## config.mk

```make
export PLATFORM = sky130hd
export DESIGN_NAME = fft_ctrl
export DESIGN_NICKNAME = d
export VERILOG_FILES = /design/src/rtl/fft_ctrl.sv
export SDC_FILE = /design/constraint.sdc
export NUM_CORES = 1
export LEC_CHECK = 0
export BUFFER_PORTS_ARGS = -buffer_cell sky130_fd_sc_hd__buf_2
export CORE_ASPECT_RATIO = 1.1
export CORE_MARGIN = 2
export CORE_UTILIZATION = 52
export CTS_CLUSTER_DIAMETER = 100
export DETAILED_ROUTE_END_ITERATION = 7
export GPL_TIMING_DRIVEN = 0
export PLACE_DENSITY = 0.78
export SYNTH_ARGS = -nofsm -noshare
export SYNTH_HDL_FRONTEND = slang
export SYNTH_SLANG_ARGS = --single-unit
```

## constraint.sdc

```tcl
create_clock -name clk -period 2.25 [get_ports clk]
set_input_delay 0 -clock clk [delete_from_list [all_inputs] [get_ports clk]]
set_output_delay 0 -clock clk [all_outputs]
set_load 0.01 [all_outputs]
```

## src/rtl/fft_ctrl.sv

```systemverilog
// In-place radix-2 FFT address sequencer: one butterfly per cycle, LAT-cycle
// write-back pipeline, and a per-stage drain window that keeps reads behind writes.
module fft_ctrl #(
    parameter int unsigned LOG2N = 4,
    parameter int unsigned LAT   = 1
) (
    input  logic             clk,
    input  logic             rst,
    input  logic             start,
    output logic             busy,
    output logic             done,
    output logic             rd_en,
    output logic [LOG2N-1:0] rd_addr_a,
    output logic [LOG2N-1:0] rd_addr_b,
    output logic [LOG2N-2:0] tw_addr,
    output logic             wr_en,
    output logic [LOG2N-1:0] wr_addr_a,
    output logic [LOG2N-1:0] wr_addr_b,
    output logic [LOG2N-1:0] stage
);

    localparam int unsigned      KW         = LOG2N - 1;
    localparam logic [KW-1:0]    K_LAST     = '1;
    localparam logic [LOG2N-1:0] LAST_STAGE = LOG2N'(LOG2N - 1);
    localparam logic [LOG2N-1:0] ONE        = LOG2N'(1);
    localparam logic [2:0]       DRAIN_LAST = 3'(LAT - 1);

    typedef enum logic [1:0] {
        IDLE,
        RUN,
        DRAIN,
        FINISH
    } state_t;

    state_t           state_q, state_d;
    logic [KW-1:0]    k_q, k_d;
    logic [LOG2N-1:0] stage_q, stage_d;
    logic [2:0]       drain_q, drain_d;

    logic [LOG2N-1:0] k_ext, span, mask, pos, addr_a, addr_b, tw_shift;
    logic [KW-1:0]    pos_k, tw_val;

    logic             rd_pipe_q [LAT];
    logic [LOG2N-1:0] a_pipe_q  [LAT];
    logic [LOG2N-1:0] b_pipe_q  [LAT];

    always_ff @(posedge clk or posedge rst) begin
        if (rst) begin
            state_q <= IDLE;
            k_q     <= '0;
            stage_q <= '0;
            drain_q <= '0;
        end else begin
            state_q <= state_d;
            k_q     <= k_d;
            stage_q <= stage_d;
            drain_q <= drain_d;
        end
    end

    always_comb begin
        state_d = state_q;
        k_d     = k_q;
        stage_d = stage_q;
        drain_d = drain_q;
        unique case (state_q)
            IDLE: begin
                if (start) begin
                    state_d = RUN;
                    k_d     = '0;
                    stage_d = '0;
                end
            end
            RUN: begin
                if (k_q == K_LAST) begin
                    state_d = DRAIN;
                    drain_d = '0;
                end else begin
                    k_d = k_q + 1'b1;
                end
            end
            DRAIN: begin
                if (drain_q == DRAIN_LAST) begin
                    k_d = '0;
                    if (stage_q == LAST_STAGE) begin
                        state_d = FINISH;
                    end else begin
                        state_d = RUN;
                        stage_d = stage_q + ONE;
                    end
                end else begin
                    drain_d = drain_q + 3'd1;
                end
            end
            FINISH: begin
                state_d = IDLE;
                k_d     = '0;
                stage_d = '0;
            end
            default: state_d = IDLE;
        endcase
    end

    // grp*2*span + pos equals (k with its low s bits cleared) shifted left once, plus pos.
    always_comb begin
        k_ext    = {1'b0, k_q};
        span     = ONE << stage_q;
        mask     = span - ONE;
        pos      = k_ext & mask;
        addr_a   = ((k_ext & ~mask) << 1) | pos;
        addr_b   = addr_a | span;
        tw_shift = LAST_STAGE - stage_q;
        pos_k    = k_q & mask[KW-1:0];
        tw_val   = pos_k << tw_shift;
    end

    always_comb begin
        busy      = (state_q == RUN) || (state_q == DRAIN);
        done      = (state_q == FINISH);
        rd_en     = (state_q == RUN);
        rd_addr_a = rd_en ? addr_a : '0;
        rd_addr_b = rd_en ? addr_b : '0;
        tw_addr   = rd_en ? tw_val : '0;
        stage     = stage_q;
        wr_en     = rd_pipe_q[LAT-1];
        wr_addr_a = a_pipe_q[LAT-1];
        wr_addr_b = b_pipe_q[LAT-1];
    end

    always_ff @(posedge clk or posedge rst) begin
        if (rst) begin
            for (int unsigned i = 0; i < LAT; i++) begin
                rd_pipe_q[i] <= 1'b0;
                a_pipe_q[i]  <= '0;
                b_pipe_q[i]  <= '0;
            end
        end else begin
            rd_pipe_q[0] <= rd_en;
            a_pipe_q[0]  <= rd_addr_a;
            b_pipe_q[0]  <= rd_addr_b;
            for (int unsigned i = 1; i < LAT; i++) begin
                rd_pipe_q[i] <= rd_pipe_q[i-1];
                a_pipe_q[i]  <= a_pipe_q[i-1];
                b_pipe_q[i]  <= b_pipe_q[i-1];
            end
        end
    end

endmodule

```

==> flow_metrics.tcl <==
set metrics [dict create \
    placementRows 18 \
    cts_tree "yes" \
    netlist_area_sq_um 1240 \
    ff_latch_area_sq_um 526 \
    finalSetupViolCount 0 \
    post-route-min-period_ns 2.03 \
    min_from "start" \
    p_leak_nw 0.787 \
    rsz0062_at_grt "no" \
    grt_max_degree 22 \
    drive_above_1_share_pct 26.3 \
    cts_buffers 3 \
    ys_seq_elements 21 \
    floorplan.initialDensity_pct 55.2 \
    yosysTopAreaCell "dfrtp_1" \
    slew_viol_final 0 \
    synthTopCellsByArea "dfrtp_1, ha_1, nand2_1, inv_1, mux2i_1" \
    r2r_setup_slack_ns 0.40 \
    drc 0 \
    setup_tns_ns 0 \
    fin_cells 190 \
    gp_congestion 0.854 \
    die_w_um 50.6 \
    dp_cells 185 \
    ys_types 39 \
    ir_drop_mv 0.764 \
    ant_nets 0 \
    grt_pass1_vias 969 \
    ctsHtreeMaxLevel 1 \
    async_reset_ff_share_pct 100 \
    clk_pin_slew_ns 0.12 \
    synth_common_cells "dfrtp_1, nand2_1, ha_1" \
    synth_edf_count 0 \
    die_h_um 55.3 \
    fin_util_pct 65.0 \
    hold_violations 0 \
    drtIter0Drc 19 \
    clk_latency_ns 0.30 \
    min_to "stage[2]$_DFFE_PP0P_" \
    hold_path_depth 4 \
    start_kind "flip-flop" \
    crit_chain "inv_1 > ha_1 > clkbuf_1 > a21boi_0 > buf_2" \
    grt_pass1_wl_mm 4.32 \
    finalClockSkew_ns 0.00219 \
    syn-instance-count 126 \
    antenna_found_initial 0 \
    outcome "complete, no violations" \
    portBuffers 29 \
    r2r_cells 6 \
    cpPeakStageDelay_ns 0.44 \
    finalNetCount 175 \
    viasPerCell 5.61 \
    ys_warn_count 0 \
    yosys.area.top_type_share_pct 42.3 \
    synth_nets 140 \
    fill_cells 204 \
    max_slew_margin_pct 44.3 \
    cts-resized-gates 0 \
    cts-root-buf "clkbuf_4" \
    maxCapViolCount 0 \
    clock.fmax_ghz 0.493 \
    coreArea_sq_um 2250 \
    finalCritPeriodShare_pct 90.1 \
    crit_path_max_fanout 10 \
    cp-end-kind "primary output" \
    power_density_nw_per_um2 967 \
    regToRegStartpoint "k_q[0]$_DFFE_PP0P_" \
    via_count 1066 \
    cts_buffer_depth 2 \
    diodes 0 \
    worst_pin_slew_ns 0.835 \
    hp-class "input pin to flip-flop" \
    total_power_w 0.00142 \
    wirelength_mm 2.54 \
    crit_buf_inv 3 \
    path_delay_family "buffers and inverters" \
    ios 30 \
    multi_input_comb_area_sq_um 668 \
    cts.sinks 21 \
    ys_seq_area_share_pct 42.3 \
    syn_area_per_cell_sq_um 9.87 \
    grt_util_all_layers_pct 20.1 \
    worst_path_max_delay_cell "dfrtp_1" \
    drt_first_pass_iters 4 \
    synthToLayoutAreaGrowth_pct 17.7 \
    die-area_sq_um 2800 \
    wire_per_inst_um 13.4 \
    grt.overflow.total 0 \
    yosysMostFrequentCell "dfrtp_1" \
    r2r_end "drain_q[2]$_DFFE_PP0P_" \
    path_class "flip-flop to primary output" \
    synthFlopType "dfrtp_1" \
    arrival_ns 2.03 \
    cp.required_ns 2.25 \
    dpl.hpwl_mm 1.94 \
]
[area by class of cell]
| type | count | area share [%] |
|---|---|---|
| Inverter | 9 | 2.31 |
| Buffer | 3 | 1.11 |
| Tap cell | 30 | 2.56 |
| Clock buffer | 3 | 1.54 |
| Timing Repair Buffer | 30 | 10.6 |
| Clock inverter | 1 | 0.342 |
| Multi-Input combinational cell | 93 | 45.6 |
| Sequential cell | 21 | 35.9 |
[cells by family (layout without fill, tap and decap cells)]
kind of cell / after synthesis / in the layout / synth area share, %
AOI/OAI and AO/OA: 27 / 27 / 15.5
adders and majority gates: 11 / 11 / 11.1
buffers and inverters: 12 / 46 / 4.02
DFF: 21 / 21 / 42.3
muxes: 5 / 5 / 4.23
and+or+nand+nor: 50 / 50 / 22.9
[where the power goes]
part | switching, W | leakage (nW) | internal [W] | total (W)
Combinational | 0.000412 | 0.485 | 0.000298 | 0.000709
Sequential | 0.0000668 | 0.284 | 0.000453 | 0.000520
Clock | 0.000120 | 0.0177 | 0.0000663 | 0.000187
[placed cells by master (no fill, tap or decap), types with 2 or more instances in the layout]
cell type | Yosys | routed
and3_1 | 4 | 4
a21boi_0 | 2 | 2
nor2_1 | 8 | 8
mux2_2 | 2 | 2
buf_2 | 1 | 30
inv_1 | 9 | 9
dfrtp_1 | 21 | 21
o21ai_0 | 6 | 6
nand2_1 | 13 | 13
mux2i_1 | 3 | 3
nand3b_1 | 2 | 2
ha_1 | 11 | 11
nor2b_1 | 3 | 3
clkbuf_4 | 0 | 3
o21a_1 | 2 | 2
nor3b_1 | 2 | 2
nand2b_1 | 4 | 4
nand3_1 | 5 | 5
a22o_1 | 3 | 3
nor3_1 | 2 | 2
a21oi_1 | 4 | 4
[worst min-delay path, stage by stage]
cell and delay (ns):
buf_2 0.11, nand2b_1 0.16, nand2_1 0.06, a22o_1 0.13
[per-stage QoR]
stage          hold slack, ns  instance area [sq um]  setup slack [ns]
2_1_floorplan         -0.0235                   1240             0.564
3_3_place_gp            0.182                   1430             0.426
3_5_place_dp            0.203                   1430             0.414
4_1_cts                 0.181                   1460             0.188
5_1_grt                 0.213                   1460            0.0672
6_report                0.187                   1460             0.222
[repair_timing]
action	4_1_cts	5_1_grt
buffers inserted	0	0
hold buffers	1	0
hold endpoints to repair	21	0
[registers in the layout, summed over array words and instances, names as in the netlist]
name and flops:
drain_q 3, wr_addr_a 4, k_q 3, stage 4, state_q 2, wr_en 1
wr_addr_b 4
[per-layer routing]
layer	vias to the layer above	routed length (um)	global-route usage, %
li1	517	-	-
met1	517	1060	23.2
met2	28	1350	35.9
met3	4	106	3.51
met4	0	27	8.11
met5	-	0	0
[how the worst max path moves through the flow]
stage / startpoint / to / slack [ns] / cells after the start
detailed placement: k_q[0]$_DFFE_PP0P_ / drain_q[2]$_DFFE_PP0P_ / 0.41 / 6
global placement: k_q[0]$_DFFE_PP0P_ / drain_q[2]$_DFFE_PP0P_ / 0.43 / 6
finish: state_q[1]$_DFFE_PP0P_ / rd_addr_a[1] / 0.22 / 5
global route: state_q[1]$_DFFE_PP0P_ / rd_addr_b[2] / 0.07 / 6
floorplan: k_q[0]$_DFFE_PP0P_ / drain_q[2]$_DFFE_PP0P_ / 0.56 / 6
CTS: state_q[1]$_DFFE_PP0P_ / rd_addr_a[1] / 0.19 / 5
No activity file was read; power rests on OpenSTA's default activity.
